File: config.mk
export PLATFORM = sky130hd
export DESIGN_NAME = safe_lock_controller
export DESIGN_NICKNAME = d
export VERILOG_FILES = /design/src/rtl/safe_pkg.sv /design/src/rtl/safe_timer.sv /design/src/rtl/safe_lock_controller.sv
export SDC_FILE = /design/constraint.sdc
export NUM_CORES = 1
export LEC_CHECK = 0
export CAP_MARGIN = 20
export CORE_UTILIZATION = 50
export CTS_CLUSTER_DIAMETER = 80
export DETAILED_ROUTE_END_ITERATION = 8
export PLACE_DENSITY = 0.76
export SLEW_MARGIN = 5
export SYNTH_ARGS = -nofsm -noshare
export SYNTH_HDL_FRONTEND = slang
export SYNTH_SLANG_ARGS = --single-unit
File: constraint.sdc
create_clock -name clk -period 4.5 [get_ports clk]
set_input_delay 0.675 -clock clk [delete_from_list [all_inputs] [get_ports clk]]
set_output_delay 0.675 -clock clk [all_outputs]
set_load 0.02 [all_outputs]
File: src/rtl/safe_pkg.sv
// Shared state encoding, code geometry and digit-select helper for the safe lock controller.
package safe_pkg;

  localparam int DIGIT_W  = 4;
  localparam int CODE_LEN = 4;
  localparam int CODE_W   = DIGIT_W * CODE_LEN;
  localparam int IDX_W    = (CODE_LEN > 1) ? $clog2(CODE_LEN) : 1;
  localparam logic [CODE_W-1:0] RESET_CODE = 16'hC3A5;

  typedef enum logic [2:0] {
    ST_LOCKED,
    ST_ENTRY,
    ST_CHECK,
    ST_UNLOCKED,
    ST_LOCKOUT,
    ST_PROGRAM
  } state_t;

  // Digit 0 is the most-significant digit, i.e. the first one keyed in.
  function automatic logic [DIGIT_W-1:0] code_digit(input logic [CODE_W-1:0] code,
                                                     input logic [IDX_W-1:0]  idx);
    return code[(CODE_LEN - 1 - int'(idx)) * DIGIT_W +: DIGIT_W];
  endfunction

endpackage

File: src/rtl/safe_timer.sv
// Loadable up-counter with a terminal-count flag; shared by the lockout and auto-relock periods.
module safe_timer #(
  parameter int WIDTH = 10
) (
  input  logic             clk,
  input  logic             rst_n,
  input  logic             load,
  input  logic             en,
  input  logic [WIDTH-1:0] term_val,
  output logic             tc
);

  logic [WIDTH-1:0] count_reg;

  // load returns the count to zero and takes priority over counting.
  always_ff @(posedge clk or negedge rst_n) begin
    if (!rst_n) begin
      count_reg <= '0;
    end else if (load) begin
      count_reg <= '0;
    end else if (en) begin
      count_reg <= count_reg + 1'b1;
    end
  end

  assign tc = (count_reg == term_val);

endmodule

File: src/rtl/safe_lock_controller.sv
// Passcode compare controller: digit-by-digit check against a stored code, failed-attempt
// lockout, auto-relock timeout and code reprogramming while open.
module safe_lock_controller
  import safe_pkg::*;
#(
  parameter logic [CODE_W-1:0] DEFAULT_CODE   = RESET_CODE,
  parameter int                MAX_TRIES      = 3,
  parameter int                LOCKOUT_CYCLES = 1000,
  parameter int                UNLOCK_CYCLES  = 500
) (
  input  logic               clk,
  input  logic               rst_n,
  input  logic               digit_valid,
  input  logic [DIGIT_W-1:0] digit,
  input  logic               clear,
  input  logic               relock,
  input  logic               prog_en,
  output logic               unlocked,
  output logic               locked,
  output logic               lockout,
  output logic               fail_pulse,
  output logic [3:0]         attempts_left
);

  localparam int MAX_CYC = (LOCKOUT_CYCLES > UNLOCK_CYCLES) ? LOCKOUT_CYCLES : UNLOCK_CYCLES;
  localparam int TIMER_W = (MAX_CYC > 1) ? $clog2(MAX_CYC) : 1;
  localparam logic [IDX_W-1:0] LAST_IDX  = IDX_W'(CODE_LEN - 1);
  localparam logic [3:0]       MAX_FAILS = 4'(MAX_TRIES);

  state_t              state_reg, state_next;
  logic [IDX_W-1:0]    idx_reg, idx_next;
  logic                mismatch_reg, mismatch_next;
  logic [3:0]          fail_cnt_reg, fail_cnt_next;
  logic [CODE_W-1:0]   code_reg, code_next;
  logic [CODE_W-1:0]   shadow_reg, shadow_next;
  logic [CODE_W-1:0]   shadow_shift;
  logic                unlocked_reg, lockout_reg, fail_pulse_reg;
  logic [3:0]          attempts_left_reg;
  logic                timer_load, timer_en, timer_tc;
  logic [TIMER_W-1:0]  timer_term;

  assign shadow_shift = {shadow_reg[CODE_W-DIGIT_W-1:0], digit};

  // Any state change restarts the timer, so each timed state always begins at zero.
  assign timer_load = (state_next != state_reg);
  assign timer_en   = (state_reg == ST_LOCKOUT) || (state_reg == ST_UNLOCKED);
  assign timer_term = (state_reg == ST_LOCKOUT) ? TIMER_W'(LOCKOUT_CYCLES - 1)
                                                : TIMER_W'(UNLOCK_CYCLES - 1);

  safe_timer #(.WIDTH(TIMER_W)) u_timer (
    .clk      (clk),
    .rst_n    (rst_n),
    .load     (timer_load),
    .en       (timer_en),
    .term_val (timer_term),
    .tc       (timer_tc)
  );

  always_comb begin
    state_next    = state_reg;
    idx_next      = idx_reg;
    mismatch_next = mismatch_reg;
    fail_cnt_next = fail_cnt_reg;
    code_next     = code_reg;
    shadow_next   = shadow_reg;
    case (state_reg)
      ST_LOCKED, ST_ENTRY: begin
        if (clear) begin
          state_next    = ST_LOCKED;
          idx_next      = '0;
          mismatch_next = 1'b0;
        end else if (digit_valid) begin
          mismatch_next = mismatch_reg | (digit != code_digit(code_reg, idx_reg));
          if (idx_reg == LAST_IDX) begin
            state_next = ST_CHECK;
            idx_next   = '0;
          end else begin
            state_next = ST_ENTRY;
            idx_next   = idx_reg + 1'b1;
          end
        end
      end
      ST_CHECK: begin
        mismatch_next = 1'b0;
        if (!mismatch_reg) begin
          state_next    = ST_UNLOCKED;
          fail_cnt_next = '0;
        end else begin
          fail_cnt_next = (fail_cnt_reg >= MAX_FAILS) ? MAX_FAILS : fail_cnt_reg + 4'd1;
          state_next    = (fail_cnt_next == MAX_FAILS) ? ST_LOCKOUT : ST_LOCKED;
        end
      end
      ST_LOCKOUT: begin
        if (timer_tc) begin
          state_next    = ST_LOCKED;
          fail_cnt_next = '0;
        end
      end
      ST_UNLOCKED: begin
        if (relock || timer_tc) begin
          state_next = ST_LOCKED;
        end else if (digit_valid && prog_en) begin
          state_next  = ST_PROGRAM;
          shadow_next = shadow_shift;
          idx_next    = IDX_W'(1);
        end
      end
      ST_PROGRAM: begin
        if (relock) begin
          state_next = ST_LOCKED;
          idx_next   = '0;
        end else if (clear) begin
          state_next = ST_UNLOCKED;
          idx_next   = '0;
        end else if (digit_valid) begin
          shadow_next = shadow_shift;
          if (idx_reg == LAST_IDX) begin
            code_next  = shadow_shift;
            state_next = ST_UNLOCKED;
            idx_next   = '0;
          end else begin
            idx_next = idx_reg + 1'b1;
          end
        end
      end
      default: state_next = ST_LOCKED;
    endcase
  end

  // Outputs are decoded from the current state and therefore trail it by one clock.
  always_ff @(posedge clk or negedge rst_n) begin
    if (!rst_n) begin
      state_reg         <= ST_LOCKED;
      idx_reg           <= '0;
      mismatch_reg      <= 1'b0;
      fail_cnt_reg      <= '0;
      code_reg          <= DEFAULT_CODE;
      shadow_reg        <= '0;
      unlocked_reg      <= 1'b0;
      lockout_reg       <= 1'b0;
      fail_pulse_reg    <= 1'b0;
      attempts_left_reg <= MAX_FAILS;
    end else begin
      state_reg         <= state_next;
      idx_reg           <= idx_next;
      mismatch_reg      <= mismatch_next;
      fail_cnt_reg      <= fail_cnt_next;
      code_reg          <= code_next;
      shadow_reg        <= shadow_next;
      unlocked_reg      <= (state_reg == ST_UNLOCKED) || (state_reg == ST_PROGRAM);
      lockout_reg       <= (state_reg == ST_LOCKOUT);
      fail_pulse_reg    <= (state_reg == ST_CHECK) && mismatch_reg;
      attempts_left_reg <= MAX_FAILS - fail_cnt_next;
    end
  end

  assign unlocked      = unlocked_reg;
  assign locked        = ~unlocked_reg;
  assign lockout       = lockout_reg;
  assign fail_pulse    = fail_pulse_reg;
  assign attempts_left = attempts_left_reg;

endmodule

# [After elaboration in Yosys (flattened, before gate mapping)]
# Index checks and enable logic that the tools add are counted.
# Widths: inputs -> output; s select.
[word_totals] reg_bits=55 out_inout_bits=8 word_cells=89
[op_classes] n_addsub=5 magnitude_cmp=1 n_eq_ne=16 n_shift=1 muxes=36 bitwise_logic=4 reduce_logical=15
[ops] op="$mux 12" count=5
[ops] op="$mux 3" count=11
[ops] op="$mux 10" count=3
[ops] op="$pmux 12 s2" count=1
[ops] op="$shiftx 16x5->4" count=1
[ops] op="$pmux 3 s5" count=1
[ops] op="$mux 2" count=7
[ops] op="$mux 4" count=3
[ops] op="$add 10x1->10 const B" count=1
[ops] op="$eq 10x10->1" count=1
[ops] op="$ne 2x2->1 const B" count=4
[ops] op="$pmux 4 s2" count=1
[ops] op="$eq 3x2->1 const B" count=2
[ops] op="$eq 3x3->1 const B" count=2
[ops] op="$pmux 2 s3" count=1
[ops] op="$reduce_and 6->1" count=1
[ops] op="$reduce_bool 2->1" count=3
[ops] op="$reduce_and 5->1" count=1
[ops] op="$add 4x1->4 const B" count=1
[ops] op="$eq 4x2->1 const B" count=1
[ops] op="$ge 4x2->1 const B" count=1
[ops] op="$ne 4x4->1" count=1
[ops] op="$sub 2x4->4 const A" count=1
[ops] op="$eq 3x1->1 const B" count=1
[ops] op="other kinds (17)" count=23

# [Longest topological paths before layout]
[logic_depth] word_depth=8 depth_mapped=8

# [By module]
# From an unflattened synthesis, not the netlist that was laid out.
[unflattened] cells_unflattened=239 area_unflattened_um2=2791.4
[by_module_without_submodules] module="safe_lock_controller" instances=1 cells_each=178 area_each_um2=2197.1 seq_area_each_um2=1113.6
[by_module_without_submodules] module="safe_timer" instances=1 cells_each=61 area_each_um2=594.3 seq_area_each_um2=250.2

# [Least setup slack after synthesis]
# OpenSTA, ideal clock, no wires.
[synth_path] kind="input to register" from="input port clear" to="register code_reg[10]" setup_ns=0.125 arrival_time_ns=2.281 slack_ns=2.094 stages=6 n_path_buf=3 cell_sequence="clkbuf_1 -> nor3_1 -> and4_1 -> clkbuf_1 -> buf_1 -> mux2_2"
[synth_between] elab_chain_len=2
[synth_rtl] item="start, declared" line_no="safe_lock_controller.sv:15" rtl="input logic clear,"
[synth_rtl] item="$not 1->1 (no source line)"
[synth_rtl] item="$reduce_and 5->1 (no source line)"
[synth_rtl] item="end signal, assigned" line_no="safe_lock_controller.sv:148" rtl="code_reg <= code_next;"
[synth_rtl] item="end, declared" line_no="safe_lock_controller.sv:34" rtl="logic [CODE_W-1:0] code_reg, code_next;"
# No other way between the ends.
# A chain may end at the register's enable or synchronous reset.

# [Final worst setup path]
[layout_path] from="register state_reg[2]" to="register shadow_reg[10]"
[layout_between] elab_chain_len=6 elab_cells_between_ends=14 classes_between="9 x eq/ne; 2 x mux; 3 x reduce/logical"
[layout_rtl] item="start, declared" line_no="safe_lock_controller.sv:30" rtl="state_t state_reg, state_next;"
[layout_rtl] item="start signal, assigned" line_no="safe_lock_controller.sv:144" rtl="state_reg <= state_next;"
[layout_rtl] item="$eq 3x3->1" line_no="safe_lock_controller.sv:47" rtl="assign timer_term = (state_reg == ST_LOCKOUT) ? TIMER_W'(LOCKOUT_CYCLES - 1)"
[layout_rtl] item="$mux 10" line_no="safe_lock_controller.sv:47"
[layout_rtl] item="named net timer_term[2]" line_no="safe_lock_controller.sv:40" rtl="logic [TIMER_W-1:0] timer_term;"
[layout_rtl] item="$eq 10x10->1" line_no="safe_timer.sv:26" rtl="assign tc = (count_reg == term_val);"
[layout_rtl] item="$logic_or 1x1->1" line_no="safe_lock_controller.sv:100" rtl="if (relock || timer_tc) begin"
[layout_rtl] item="$ne 2x2->1 (no source line)"
[layout_rtl] item="$reduce_and 6->1 (no source line)"
[layout_rtl] item="end signal, assigned" line_no="safe_lock_controller.sv:149" rtl="shadow_reg <= shadow_next;"
[layout_rtl] item="end, declared" line_no="safe_lock_controller.sv:35" rtl="logic [CODE_W-1:0] shadow_reg, shadow_next;"
# The timed path passes the listed nets, and every way through them passes these cells.

==> impl_metrics.tcl <==
set metrics [dict create \
    status "completed" \
    required_ns 4.69 \
    largest_reg_flops 16 \
    die_w_um 76.3 \
    avgSynthCellArea_um2 11.7 \
    globalplace.congestion 0.878 \
    max_freq_mhz 371 \
    grt_max_degree 55 \
    final_cells 321 \
    cts_inserted_buffers 5 \
    ys_types 49 \
    rsz0062_at_grt "false" \
    vias 1821 \
    tns_ns 0 \
    antenna_found_initial 0 \
    place_hpwl_um 3370 \
    maxCapViolations 0 \
    cts.clk_slew.worst_paths_ns 0.10 \
    hold_depth 1 \
    fin_skew_ns 0.0119 \
    synth_nets 248 \
    hold_path_class "flip-flop to flip-flop" \
    detail_route.wirelength_um 4960 \
    vdd_drop_max_v 0.000234 \
    cts.root.buffer_cell "clkbuf_8" \
    drc_errors 0 \
    ys_ff_latch 54 \
    worst_setup_path_start_kind "flip-flop" \
    routedWlPerCell_um 15.5 \
    io_buffers 17 \
    clock-sinks 54 \
    dieArea_um2 5820 \
    synth_edf_count 0 \
    start_util 0.530 \
    crit_arrival_ns 2.89 \
    whs_ns 0.454 \
    ant_nets 0 \
    rr_worst_depth 7 \
    slew_viol_final 0 \
    grt_pass1_wl_um 8610 \
    cts_buffer_depth 2 \
    final-hold-violation-count 0 \
    dr.first_iter.drc_count 175 \
    via_per_inst 5.67 \
    yosys_warnings 0 \
    syn_area_um2 2760 \
    swShare 0.340 \
    overflow 0 \
    cp-end-kind "flip-flop" \
    cts_tree "done" \
    tightest_slew_ns 0.921 \
    grt_pass1_vias 1846 \
    pwr-share-comb 0.319 \
    clock_latency_ns 0.31 \
    yosysSeqAreaShare 0.494 \
    cts_resized 0 \
    place_inst 313 \
    dr.pass1.iters 4 \
    path_class "flip-flop to flip-flop" \
    crit_fanout 19 \
    design.core.area_um2 5200 \
    power.share.clock 0.211 \
    syn_inst 235 \
    cts_hold_buf 0 \
    finalCritPeriodShare 0.599 \
    die_y_um 76.3 \
    antenna_cells 0 \
    p_sw_uw 518 \
    h-tree-depth 2 \
    drive_gt1_frac 0.235 \
    grt_use_total 0.186 \
    area_growth_pct 11.7 \
    ios 18 \
    finalSetupViolCount 0 \
    seq_power_share 0.470 \
    timing.slew.headroom 0.383 \
    final_nets 263 \
    cts_setup_buffers 0 \
    power.internal_uw 1010 \
    fin_crit_ns 2.70 \
    power.density_nw_per_um2 495 \
    p_leak_uw 0.00134 \
    async_flop_share 1.00 \
    rows 26 \
    synth_ff_type "dfrtp_1" \
]
[metal layers]
layer  vias up  part of all wire  wire (um)  track usage
met5         -                 0          0            0
met4         0             0.010         51       0.0519
met3         6             0.030        150       0.0395
met2        36              0.50       2470        0.317
met1       905              0.46       2290        0.238
li1        874                 -          -            -
[stage by stage]
| stage | setup slack [ns] | total power [uW] | cell area, um2 | utilization |
|---|---|---|---|---|
| CTS | 1.80 | 1540 | 3080 | 0.592 |
| detailed placement | 1.52 | 1210 | 2970 | 0.571 |
| global route | 1.56 | 1620 | 3080 | 0.592 |
| finish | 1.80 | 1520 | 3080 | 0.592 |
| floorplan | 2.09 | 1070 | 2760 | - |
| global placement | 1.55 | 1200 | 2970 | 0.571 |
[worst paths after layout]
path | startpoint | endpoint | slack (ns)
worst max-delay path | state_reg[2] | shadow_reg[10] | 1.80
worst min-delay path | fail_cnt_reg[1] | attempts_left[1] | 0.45
worst max register to register | state_reg[2] | shadow_reg[10] | 1.80
worst min register to register | fail_cnt_reg[1] | attempts_left[1] | 0.45
max in group asynchronous | rst_n | mismatch_reg | 3.58
min in group asynchronous | rst_n | attempts_left[2] | 0.47
[power groups by stage]
stage | clock network, uW | logic (uW) | registers (uW)
after floorplan | 0 | 397 | 675
after global placement | 0 | 480 | 724
after detailed placement | 0 | 485 | 724
after CTS | 331 | 489 | 716
after global routing | 350 | 532 | 737
final | 322 | 486 | 717
[synthesized netlist by cell type, types with 2 or more instances]
master	instances	area [um2]
dfrtp_1	44	1100
mux2_2	19	214
nand2_1	14	52.6
nor3_1	12	60.1
nor2_1	11	41.3
a21oi_1	10	50.1
dfstp_2	10	263
mux2_4	10	150
xor2_1	8	70.1
clkbuf_1	7	26.3
nand4_1	7	43.8
nand2b_1	6	37.5
xnor2_1	6	52.6
inv_1	5	18.8
a21o_1	4	30.0
and2_1	4	25.0
mux4_2	4	90.1
nand3_1	4	20.0
nor2b_1	4	25.0
o21ai_0	4	20.0
a211o_1	3	26.3
ha_1	3	37.5
mux2i_1	3	30.0
or3_1	3	18.8
a31oi_1	2	12.5
buf_4	2	15.0
nand3b_1	2	15.0
nor3b_1	2	15.0
o31ai_1	2	15.0
[logic make-up (layout without fill, tap and decap cells)]
family	Yosys count	after routing	share of synthesized area
XOR/XNOR	14	14	0.0444
adder cells (fa/ha/maj)	3	3	0.0136
multiplexers	36	36	0.176
flip-flops	54	54	0.494
AND/OR/NAND/NOR	76	76	0.151
AO/OA/AOI/OAI	35	35	0.0921
buffers and inverters	17	33	0.0290
[cell usage in the layout (no fill, tap or decap), types with 2 or more instances in the layout]
cell and instances:
a21o_1 4, inv_1 5, nor3b_1 2, nand3b_1 2
ha_1 3, mux4_2 4, nor2_1 11, or3_1 3
nor2b_1 4, mux2i_1 3, o21ai_0 4, nand3_1 4
clkdlybuf4s50_1 16, mux2_4 10, dfstp_2 10, a31oi_1 2
a211o_1 3, a21oi_1 10, dfrtp_1 44, mux2_2 19
and2_1 4, nand4_1 7, nand2b_1 6, xor2_1 8
clkbuf_8 5, buf_4 2, nor3_1 12, xnor2_1 6
o31ai_1 2, nand2_1 14
[critical path: stages (launching register included)]
cell and delay (ns):
dfrtp_1 0.67, or3b_4 0.47, clkinv_2 0.08, mux2i_1 0.12, a21o_1 0.23, a2111oi_4 0.33
buf_4 0.30, mux2_2 0.37
[final cells by class]
type	instances	area (um2)
clock inverters	2	38.8
fillers	437	2120
multi-input cells	164	1320
clock buffers	6	72.6
well taps	70	87.6
inverters	6	23.8
repair buffers	19	180
flip-flops and latches	54	1360
No activity file was read; power rests on OpenSTA's default activity.
